**config.mk**
```make
export PLATFORM = sky130hd
export DESIGN_NAME = sdf_fft_frame_ctrl
export DESIGN_NICKNAME = d
export VERILOG_FILES = /design/src/rtl/sdf_fft_pkg.sv /design/src/rtl/sdf_fft_frame_ctrl_tag_fifo.sv /design/src/rtl/sdf_fft_frame_ctrl.sv
export SDC_FILE = /design/constraint.sdc
export NUM_CORES = 1
export LEC_CHECK = 0
export BUFFER_PORTS_ARGS = -buffer_cell sky130_fd_sc_hd__buf_2
export CAP_MARGIN = 0
export CORE_ASPECT_RATIO = 1.1
export CORE_MARGIN = 2
export CORE_UTILIZATION = 45
export DETAILED_ROUTE_END_ITERATION = 8
export GPL_TIMING_DRIVEN = 0
export HOLD_SLACK_MARGIN = 0.12
export PLACE_DENSITY = 0.77
export SKIP_LAST_GASP = 1
export SLEW_MARGIN = 20
export SYNTH_ARGS = -nofsm -noshare
export SYNTH_HDL_FRONTEND = slang
export SYNTH_SLANG_ARGS = --single-unit
export TNS_END_PERCENT = 1
```
**constraint.sdc**
```tcl
create_clock -name clk -period 7.3 [get_ports clk]
set_input_delay 0.73 -clock clk [delete_from_list [all_inputs] [get_ports clk]]
set_output_delay 0.73 -clock clk [all_outputs]
set_load 0.03 [all_outputs]
```
**src/rtl/sdf_fft_pkg.sv**
```systemverilog
// sdf_fft_pkg
// Shared definitions for the SDF FFT frame controller:
//   - frame_state_e : input-side sequencer states
//   - log2n()       : index width derivation for an N-point frame
//   - TAG_REAL / TAG_DRAIN : tag values carried alongside each in-flight frame
//   - bit_reverse() : reverses the low 'width' bits of a value
package sdf_fft_pkg;

    typedef enum logic [1:0] {
        ST_IDLE  = 2'd0,  // no partial frame
        ST_FILL  = 2'd1,  // partial frame, accepting upstream samples
        ST_PAD   = 2'd2,  // zero-filling the rest of a partial frame
        ST_DRAIN = 2'd3   // injecting whole zero frames
    } frame_state_e;

    localparam logic TAG_REAL  = 1'b1;
    localparam logic TAG_DRAIN = 1'b0;

    function automatic int log2n(input int n);
        return (n > 1) ? $clog2(n) : 1;
    endfunction

    // Bits at or above 'width' come back as zero.
    function automatic logic [31:0] bit_reverse(input logic [31:0] v, input int width);
        logic [31:0] r;
        r = '0;
        for (int i = 0; i < 32; i++) begin
            if (i < width) begin
                r[i] = v[5'(width - 1 - i)];
            end
        end
        return r;
    endfunction

endpackage

```
**src/rtl/sdf_fft_frame_ctrl_tag_fifo.sv**
```systemverilog
// sdf_fft_tag_fifo
// 1-bit synchronous FIFO holding one tag per frame in flight through the FFT
// pipeline. A push and a pop in the same cycle are both honoured (a push into a
// full FIFO is accepted only when a pop frees the slot in the same cycle).
// Ports:
//   clk, rst           : clock, synchronous active-high reset
//   push, push_tag     : write request and tag value
//   pop                : remove the head entry (ignored when empty)
//   full, empty        : occupancy flags
//   head_tag           : tag at the head (valid when !empty)
//   ones_cnt           : number of TAG_REAL entries currently stored
module sdf_fft_tag_fifo #(
    parameter int DEPTH = 4,
    parameter int CNT_W = $clog2(DEPTH + 1)
) (
    input  logic             clk,
    input  logic             rst,
    input  logic             push,
    input  logic             push_tag,
    input  logic             pop,
    output logic             full,
    output logic             empty,
    output logic             head_tag,
    output logic [CNT_W-1:0] ones_cnt
);

    localparam int PTR_W = (DEPTH > 1) ? $clog2(DEPTH) : 1;

    logic [DEPTH-1:0] mem;
    logic [PTR_W-1:0] wr_ptr;
    logic [PTR_W-1:0] rd_ptr;
    logic [CNT_W-1:0] occ;
    logic             do_push;
    logic             do_pop;

    assign full     = (occ == CNT_W'(DEPTH));
    assign empty    = (occ == '0);
    assign head_tag = mem[rd_ptr];
    assign do_pop   = pop & ~empty;
    assign do_push  = push & (~full | do_pop);

    always_ff @(posedge clk) begin
        if (rst) begin
            mem      <= '0;
            wr_ptr   <= '0;
            rd_ptr   <= '0;
            occ      <= '0;
            ones_cnt <= '0;
        end else begin
            if (do_push) begin
                mem[wr_ptr] <= push_tag;
                wr_ptr      <= (wr_ptr == PTR_W'(DEPTH - 1)) ? '0 : wr_ptr + PTR_W'(1);
            end
            if (do_pop) begin
                rd_ptr <= (rd_ptr == PTR_W'(DEPTH - 1)) ? '0 : rd_ptr + PTR_W'(1);
            end
            occ      <= occ + CNT_W'(do_push) - CNT_W'(do_pop);
            ones_cnt <= ones_cnt + CNT_W'(do_push & push_tag) - CNT_W'(do_pop & head_tag);
        end
    end

endmodule

```
**src/rtl/sdf_fft_frame_ctrl.sv**
```systemverilog
// sdf_fft_frame_ctrl
// Frame sequencer around a DATA_NUM-point SDF FFT pipeline. Input side: gates a
// valid/ready sample stream into frames, zero-pads partial frames (on flush or
// idle timeout) and injects zero drain frames until every real frame has left
// the pipeline. Output side: tags results real/drain, drops drain results and
// marks frame start/end and bin index.
//
// Handshake: a sample transfers on a rising edge where s_valid & s_ready are both
// high; s_ready never depends on s_valid. The output side cannot be stalled.
//
// Ports:
//   clk, rst                  : clock, synchronous active-high reset
//   s_valid, s_ready, s_data  : upstream sample stream
//   flush                     : pulse, finish current frame and drain real results
//   fft_en, fft_data          : pipeline input (one register stage after acceptance)
//   fft_o_en, fft_o_data      : pipeline output
//   m_valid, m_data           : real results (one register stage)
//   m_sof, m_eof, m_bin       : frame start/end, bin index of m_data
//   busy                      : sequencer active or frames still in flight
//   err_unexp                 : sticky, pipeline output seen with no frame in flight
//
// Build option: define SDF_FFT_FRAME_CTRL_BITREV_EN to report m_bin as the
// bit-reversed arrival index (natural frequency bin); otherwise m_bin is the raw
// arrival index.
module sdf_fft_frame_ctrl
    import sdf_fft_pkg::*;
#(
    parameter int DATA_NUM     = 1024,
    parameter int DATA_WIDTH   = 64,
    parameter int IDLE_TIMEOUT = 16,
    parameter int MAX_INFLIGHT = 4,
    localparam int LOG2N       = log2n(DATA_NUM)
) (
    input  logic                  clk,
    input  logic                  rst,
    input  logic                  s_valid,
    output logic                  s_ready,
    input  logic [DATA_WIDTH-1:0] s_data,
    input  logic                  flush,
    output logic                  fft_en,
    output logic [DATA_WIDTH-1:0] fft_data,
    input  logic                  fft_o_en,
    input  logic [DATA_WIDTH-1:0] fft_o_data,
    output logic                  m_valid,
    output logic [DATA_WIDTH-1:0] m_data,
    output logic                  m_sof,
    output logic                  m_eof,
    output logic [LOG2N-1:0]      m_bin,
    output logic                  busy,
    output logic                  err_unexp
);

    localparam int               TMR_W = $clog2(IDLE_TIMEOUT + 1);
    localparam int               CNT_W = $clog2(MAX_INFLIGHT + 1);
    localparam logic [LOG2N-1:0] LAST  = LOG2N'(DATA_NUM - 1);

    frame_state_e           state;
    frame_state_e           state_nxt;
    logic [LOG2N-1:0]       in_cnt;
    logic [LOG2N-1:0]       out_cnt;
    logic [TMR_W-1:0]       idle_cnt;

    logic                   in_open;
    logic                   accept;
    logic                   timeout;
    logic                   frame_last;
    logic                   real_pending;
    logic                   issue;
    logic [DATA_WIDTH-1:0]  issue_data;
    logic                   issue_tag;

    logic                   fifo_full;
    logic                   fifo_empty;
    logic                   head_tag;
    logic [CNT_W-1:0]       real_cnt;
    logic                   out_take;
    logic                   out_real;
    logic                   pop;
    logic [LOG2N-1:0]       bin_idx;

    // ---------------- input side ----------------
    assign in_open    = (state == ST_IDLE) || (state == ST_FILL);
    // A new frame may only start when there is a tag slot for it.
    assign s_ready    = in_open & ~rst & ~((in_cnt == '0) & fifo_full);
    assign accept     = s_valid & s_ready;
    assign frame_last = (in_cnt == LAST);
    assign real_pending = (real_cnt != '0);
    // The timer only advances while upstream is offered a slot and declines it;
    // cycles where the controller itself withholds s_ready are not idleness.
    assign timeout    = in_open & s_ready & ~s_valid & (idle_cnt == TMR_W'(IDLE_TIMEOUT - 1));

    always_comb begin
        state_nxt  = state;
        issue      = 1'b0;
        issue_data = '0;
        issue_tag  = TAG_REAL;
        case (state)
            ST_IDLE: begin
                if (accept) begin
                    issue      = 1'b1;
                    issue_data = s_data;
                    state_nxt  = flush ? ST_PAD : ST_FILL;
                end else if ((flush | timeout) & real_pending) begin
                    state_nxt = ST_DRAIN;
                end
            end
            ST_FILL: begin
                if (accept) begin
                    issue      = 1'b1;
                    issue_data = s_data;
                    if (frame_last) begin
                        state_nxt = flush ? ST_DRAIN : ST_IDLE;
                    end else if (flush) begin
                        state_nxt = ST_PAD;
                    end
                end else if (flush | timeout) begin
                    state_nxt = ST_PAD;
                end
            end
            ST_PAD: begin
                issue = 1'b1;
                // The padded frame is itself real, so drain always follows it.
                if (frame_last) begin
                    state_nxt = ST_DRAIN;
                end
            end
            ST_DRAIN: begin
                issue_tag = TAG_DRAIN;
                if (in_cnt != '0) begin
                    issue = 1'b1;
                end else if (!real_pending) begin
                    state_nxt = ST_IDLE;
                end else if (!fifo_full) begin
                    issue = 1'b1;
                end
            end
            default: state_nxt = ST_IDLE;
        endcase
    end

    always_ff @(posedge clk) begin
        if (rst) begin
            state    <= ST_IDLE;
            in_cnt   <= '0;
            idle_cnt <= '0;
            fft_en   <= 1'b0;
            fft_data <= '0;
        end else begin
            state    <= state_nxt;
            fft_en   <= issue;
            fft_data <= issue_data;
            if (issue) begin
                in_cnt <= in_cnt + LOG2N'(1);
            end
            if (!in_open || accept) begin
                idle_cnt <= '0;
            end else if (s_ready && !s_valid && idle_cnt != TMR_W'(IDLE_TIMEOUT - 1)) begin
                idle_cnt <= idle_cnt + TMR_W'(1);
            end
        end
    end

    sdf_fft_tag_fifo #(
        .DEPTH (MAX_INFLIGHT),
        .CNT_W (CNT_W)
    ) u_tag_fifo (
        .clk      (clk),
        .rst      (rst),
        .push     (issue & frame_last),
        .push_tag (issue_tag),
        .pop      (pop),
        .full     (fifo_full),
        .empty    (fifo_empty),
        .head_tag (head_tag),
        .ones_cnt (real_cnt)
    );

    // ---------------- output side ----------------
    assign out_take = fft_o_en & ~fifo_empty;
    assign out_real = out_take & (head_tag == TAG_REAL);
    assign pop      = out_take & (out_cnt == LAST);
    assign busy     = (state != ST_IDLE) | ~fifo_empty;

`ifdef SDF_FFT_FRAME_CTRL_BITREV_EN
    assign bin_idx = LOG2N'(bit_reverse(32'(out_cnt), LOG2N));
`else
    assign bin_idx = out_cnt;
`endif

    always_ff @(posedge clk) begin
        if (rst) begin
            out_cnt   <= '0;
            m_valid   <= 1'b0;
            m_data    <= '0;
            m_sof     <= 1'b0;
            m_eof     <= 1'b0;
            m_bin     <= '0;
            err_unexp <= 1'b0;
        end else begin
            if (out_take) begin
                out_cnt <= out_cnt + LOG2N'(1);
            end
            m_valid <= out_real;
            m_data  <= out_real ? fft_o_data : '0;
            m_sof   <= out_real & (out_cnt == '0);
            m_eof   <= out_real & (out_cnt == LAST);
            m_bin   <= out_real ? bin_idx : '0;
            if (fft_o_en && fifo_empty) begin
                err_unexp <= 1'b1;
            end
        end
    end

endmodule

```
==> results of run 1 <==
-- layer usage --
layer  global-route usage, %  vias to the layer above  wire [um]
li1                        -                     2548          -
met1                   26.17                     2391       6850
met2                   37.99                      210       8133
met3                   7.692                       38       1282
met4                   9.709                        0        594
met5                       0                        -          0
-- flip-flops by register name, indices dropped and copies added (netlist names), 3 cells and up --
register and flops:
u_tag_fifo.mem 4, fft_data 64, idle_cnt 5, in_cnt 10, bin_idx 10, u_tag_fifo.ones_cnt 3, u_tag_fifo.occ 3, m_bin 10
m_data 64
-- per-stage QoR --
step	hold slack (ns)	instances	power (mW)
3_5_place_dp	0.4612	1037	1.292
4_1_cts	0.4778	1068	2.195
3_3_place_gp	0.4452	1037	1.288
2_1_floorplan	0.4532	577	1.201
5_1_grt	0.4904	1070	2.262
6_report	0.4742	1070	2.184
-- path summary, 6_finish.rpt --
kind	startpoint	end	slack [ns]	cells after the start
worst max-delay path	in_cnt[4]	u_tag_fifo.ones_cnt[1]	4.10	9
worst min register to register	err_unexp	err_unexp	0.47	2
worst min-delay path	err_unexp	err_unexp	0.47	2
worst max register to register	in_cnt[4]	u_tag_fifo.ones_cnt[1]	4.10	9
-- placed cells by master, fill, tap and decap left out, types with 2 or more instances in the layout --
master,netlist,routed
a21oi_1,20,20
a22oi_1,2,2
a311oi_1,4,4
a31oi_1,4,4
and2_1,75,75
and3_1,67,67
buf_2,0,276
buf_6,2,2
bufinv_16,0,2
clkbuf_1,31,31
clkbuf_16,0,17
clkbuf_8,0,2
clkinv_4,0,3
clkinvlp_4,0,3
dfxtp_1,184,184
diode_2,0,2
fa_1,2,2
ha_1,15,15
inv_1,20,20
inv_6,0,3
mux2i_1,2,2
nand2_1,15,15
nand2b_1,3,3
nand3_1,9,9
nand4_1,8,8
nand4b_1,2,2
nor2_1,31,31
nor2b_1,6,6
nor3_1,11,11
nor4_1,3,3
o21ai_0,5,5
o31ai_1,7,7
or3_1,5,5
or4_1,8,8
xnor2_1,7,7
xor2_1,7,7
-- power groups by stage --
stage               Sequential [mW]  Clock [mW]  Combinational (mW)
global route                   1.05       0.970               0.244
global placement               1.07           0               0.222
finish                         1.05       0.913               0.225
floorplan                      1.11           0              0.0899
CTS                            1.05       0.924               0.226
detailed placement             1.07           0               0.224
-- area by class of cell --
class,count,area (um^2)
inverters,20,75.07
repair buffers,276,1381
multi-input cells,339,2218
plain buffers,34,146.4
diodes,2,5.005
well taps,184,230.2
fillers,1103,4935
clock buffers,19,452.9
flip-flops and latches,184,3684
clock inverters,12,140.1
-- worst max-delay path, stage by stage, from the launching register on --
cell,delay [ns]
dfxtp_1,0.36
or4_4,0.56
o41a_1,0.46
a22oi_1,0.60
a2111oi_0,0.20
nor2b_1,0.19
ha_1,0.18
inv_1,0.07
fa_1,0.42
nor2_1,0.09
-- logic make-up (layout without fill, tap and decap cells) --
logic type | count (synthesis) | in the layout | synth area share, %
other cells | 0 | 2 | 0
mux | 3 | 3 | 0.6947
fa+ha+maj | 17 | 17 | 3.719
flops | 184 | 184 | 60.16
simple gates | 252 | 252 | 24.09
buf+inv | 54 | 361 | 3.617
xor+xnor | 14 | 14 | 2.002
compound gates | 53 | 53 | 5.721
==> reports/qor.csv, run 1 <==
stage,metric,value,unit
global_routing,gr-usage-all-layers,22.63,%
clock_network,cts_resized,0,
place,post-dp-hpwl,12960,um
synthesis,synth_seq_cells,184,
pwr,p_seq_share,47.9,%
global_routing,antenna_found_initial,2,
status,outcome,"finished, final reports clean",
drt,drtIter0Drc,284,
die,row_count,44,
pwr,irDropWorstVdd,0.1895,mV
sta,relSlewSlack,46.25,%
pwr,power.share.combinational,10.3,%
sta,setup_viol,0,
critical_path,critical_path_class,register to register,
synthesis,syn-num-nets,727,
drt,final_antenna_net_count,0,
synthesis,yosysUniqueCellTypes,50,
die,die_x,115.2,um
run,drv_cap,0,
critical_path,arrival,3.56,ns
critical_path,worstPathRequired,7.66,ns
drt,drtPass1Iterations,4,
drt,post_drt_via_cell_ratio,4.848,
synthesis,synth_edf_count,0,
synthesis,async_flop_share,0,%
place,post-place-ws,3.903,ns
clock_network,cts.root.buffer_cell,clkbuf_16,
synthesis,syn_inst,577,
min_path,hp-class,register to register,
clock_network,cts-htree-levels,4,
sta,hold_viol_final,0,
global_routing,grt_pass1_wl,25140,um
pwr,internal_power,1.639,mW
synthesis,synth.cell_area,6123,um^2
pwr,clkPwrFrac,41.8,%
die,initial_core_util,46.15,%
pwr,swShare,24.93,%
place,placed_cell_area,7735,um^2
clock_network,cts.clk_slew.worst_paths,0.07,ns
synthesis,synth_top_area_cell,dfxtp_1,
cells_and_area,fin_util,62.81,%
synthesis,yosysMostFrequentCell,dfxtp_1,
pwr,p_switching,0.5445,mW
pwr,power_leakage,4.222,nW
drt,drt-total-wl,16860,um
critical_path,start_kind,register,
drt,avgRoutedWirePerCell,15.76,um
pwr,p_per_area,262.0,nW/um^2
clock_network,cts.sinks,184,
sta,worst_pin_slew,0.7996,ns
clock_network,cts_tree,done,
critical_path,end_kind,register,
cells_and_area,fin_nets,1022,
synthesis,yosys_warnings,0,
die,die-area,14560,um^2
place,io_buffers,276,
clock_network,clk-insertion-delay-late,0.42,ns
synthesis,synth_top_cells_by_count,"dfxtp_1, and2_1, and3_1",
cells_and_area,drive_gt1_share,35.75,%
sta,period_share,43.78,%
sta,rsz0062_at_grt,false,
sta,period_needed,3.196,ns
synthesis,ys_seq_area_share,60.16,%
global_routing,grt.overflow.total,0,
synthesis,synth.top_cell.area_share,60.16,%
critical_path,crit_fanout,9,
clock_network,post_cts_buffers,0,
sta,fmax,312.9,MHz
sta,tns,0,ns
synthesis,synth.avg_cell_area,10.61,um^2
place,place_congestion,0.8459,
clock_network,postCtsHoldBufs,0,
cells_and_area,fin_area,8333,um^2
drt,drcViolationCount,0,
cells_and_area,syn_to_final_growth,36.08,%
die,dieHeight,126.3,um
global_routing,grt_max_degree,17,
clock_network,cts_made_buffers,17,
die,ios,278,
clock_network,cts_buffer_depth,2,
die,core,13270,um^2
sta,setup_ws,4.104,ns
sta,skew,0.01038,ns
global_routing,first_global_vias,4967,
drt,via_count,5187,
synthesis,yosys-top-cells-area,"dfxtp_1, and2_1, and3_1, ha_1, clkbuf_1",
sta,drv_slew,0,
synthesis,synthFlopType,dfxtp_1,
Power figures use the tool's default switching activity.
==> run 2, diff against run 1 <==
clock period = 3.3 ns   (was 7.3 ns; I/O delays follow)
==> reports/qor.csv, run 2 (same netlist as run 1, synthesis figures left out) <==
stage,metric,value,unit,change
drt,drtPass1Iterations,4,,unchanged
pwr,swShare,25.20,%,+0.27 points
drt,final_antenna_net_count,0,,unchanged
sta,drv_slew,0,,unchanged
die,initial_core_util,46.15,%,unchanged
sta,setup_ws,0.2319,ns,-3.872 ns
critical_path,worstPathCellList,"o31a_1, clkbuf_1, nand4_1, a2111oi_0, nor2b_1, ha_1, inv_1, fa_1, xnor2_1, nor2_1",,
sta,tns,0,ns,unchanged
sta,fmax,325.9,MHz,+4.2%
drt,drtIter0Drc,338,,+19%
clock_network,cts_made_buffers,17,,unchanged
clock_network,cts.root.buffer_cell,clkbuf_16,,
critical_path,arrival,3.37,ns,-0.19 ns
place,io_buffers,276,,unchanged
sta,relSlewSlack,44.35,%,-1.9 points
cells_and_area,layout_common_cells,"buf_2, dfxtp_1, dlygate4sd3_1",,
global_routing,grtUsageMet1,29.05,%,+2.9 points
critical_path,path_buf_inv,2,,+1
global_routing,use_met2,45.29,%,+7.3 points
clock_network,cts_buffer_depth,2,,unchanged
cells_and_area,reg.largest.list,"fft_data: 64 flops, m_data: 64 flops",,
drt,avgRoutedWirePerCell,17.00,um,+7.9%
global_routing,top_usage_layer,met2,,
pwr,p_seq_share,46.8,%,-1.1 points
run,drv_cap,0,,unchanged
cells_and_area,instances_no_fill,1156,,+8.0%
min_path,hp-class,input port to register,,
global_routing,gr-usage-all-layers,26.62,%,+4.0 points
pwr,power_leakage,4.581,nW,+8.5%
sta,period_needed,3.068,ns,-0.1276 ns
sta,rsz0062_at_grt,true,,
critical_path,end_kind,register,,
cells_and_area,syn_to_final_growth,50.22,%,
global_routing,grt_pass1_wl,29570,um,+18%
critical_path,critical_path_class,register to register,,
critical_path,cpMaxStageDelayCell,a2111oi_0,,
critical_path,cp_top_family,compound AO/OA/AOI/OAI gates,,
sta,skew,0.01331,ns,+0.002928 ns
cells_and_area,drive_gt1_share,32.68,%,-3.1 points
clock_network,post_cts_buffers,0,,unchanged
sta,hold_viol_final,0,,unchanged
place,place_congestion,0.8459,,unchanged
place,post-place-ws,0.1055,ns,-3.797 ns
global_routing,antenna_found_initial,2,,unchanged
pwr,power.share.combinational,12.0,%,+1.7 points
critical_path,start_kind,register,,
global_routing,first_global_vias,5782,,+16%
critical_path,crit_fanout,10,,+1
die,row_count,44,,unchanged
clock_network,cts_tree,done,,
pwr,p_per_area,537.0,nW/um^2,+100%
sta,setup_viol,0,,unchanged
critical_path,slowest_delay,0.66,ns,+0.06 ns
pwr,irDropWorstVdd,0.4041,mV,+110%
die,ios,278,,unchanged
clock_network,cts.sinks,184,,unchanged
place,post-dp-hpwl,12960,um,unchanged
die,core,13270,um^2,unchanged
cells_and_area,final_common_cell,buf_2,,
sta,worst_pin_slew,0.8279,ns,+0.02835 ns
global_routing,grt.overflow.total,0,,unchanged
clock_network,cts-htree-levels,4,,unchanged
sta,period_share,92.97,%,+49 points
drt,drcViolationCount,0,,unchanged
pwr,internal_power,3.695,mW,+130%
die,die-area,14560,um^2,unchanged
pwr,p_switching,1.245,mW,+130%
pwr,clkPwrFrac,41.2,%,-0.6 points
status,outcome,"finished, final reports clean",,
drt,drt-total-wl,19660,um,+17%
cells_and_area,fin_util,69.33,%,+6.5 points
drt,post_drt_via_cell_ratio,4.939,,+1.9%
cells_and_area,fin_nets,1108,,+8.4%
place,place_inst,1037,,unchanged
critical_path,worstPathRequired,3.60,ns,-4.06 ns
die,die_x,115.2,um,unchanged
die,dieHeight,126.3,um,unchanged
drt,via_count,5709,,+10%
clock_network,clk-insertion-delay-late,0.43,ns,about the same
global_routing,grt_max_degree,17,,unchanged
clock_network,cts.clk_slew.worst_paths,0.07,ns,about the same
global_routing,grt_util_met3,8.313,%,+0.62 points
==> run 2: changes by cell type in the layout (fill, tap and decap cells not counted) <==
cell / change
dlygate4sd3_1: +86
a22oi_2: +1
a22oi_1: -1
==> run 2: power by group through the flow <==
stage	clock (mW)	combinational [mW]	sequential, mW
finish	2.03	0.593	2.31
global route	2.15	0.638	2.32
CTS	2.04	0.579	2.31
detailed placement	0	0.496	2.36
global placement	0	0.490	2.36
floorplan	0	0.199	2.46
==> run 2: repair_timing <==
item                                   4_1_cts  5_1_grt
resized for setup                            0        1
endpoints found under the hold margin       85        1
setup endpoints to repair                    0        3
hold buffers                                85        1
==> run 2: layout make-up <==
cell class / count / area (um^2)
diodes: 2 / 5.005
plain buffers: 34 / 146.4
clock buffers: 19 / 452.9
clock inverters: 12 / 140.1
fillers: 928 / 4069
inverters: 20 / 75.07
multi-input cells: 339 / 2223
flip-flops and latches: 184 / 3684
well taps: 184 / 230.2
repair buffers: 362 / 2242
==> run 2: worst paths after layout <==
check / start / endpoint / slack, ns / cells past startpoint
min: fft_o_data[14] / m_data[14] / 0.13 / 2
max reg2reg: u_tag_fifo.occ[1] / u_tag_fifo.ones_cnt[2] / 0.23 / 10
max: u_tag_fifo.occ[1] / u_tag_fifo.ones_cnt[2] / 0.23 / 10
min reg2reg: err_unexp / err_unexp / 0.47 / 2
==> run 2: stage by stage <==
stage          area (um^2)  hold WS (ns)  power (mW)
2_1_floorplan         6123        0.4517       2.656
3_3_place_gp          7735        0.4452       2.849
3_5_place_dp          7735        0.4612       2.858
4_1_cts               9179        0.1207       4.935
5_1_grt               9199        0.1209       5.103
6_report              9199        0.1325       4.939
==> run 2: per-layer routing <==
layer	vias up	share of wire (%)	routed length, um
met5	-	0	0
met1	2658	39	7635
met4	0	5.4	1062
li1	2720	-	-
met3	65	7.2	1424
met2	266	49	9534
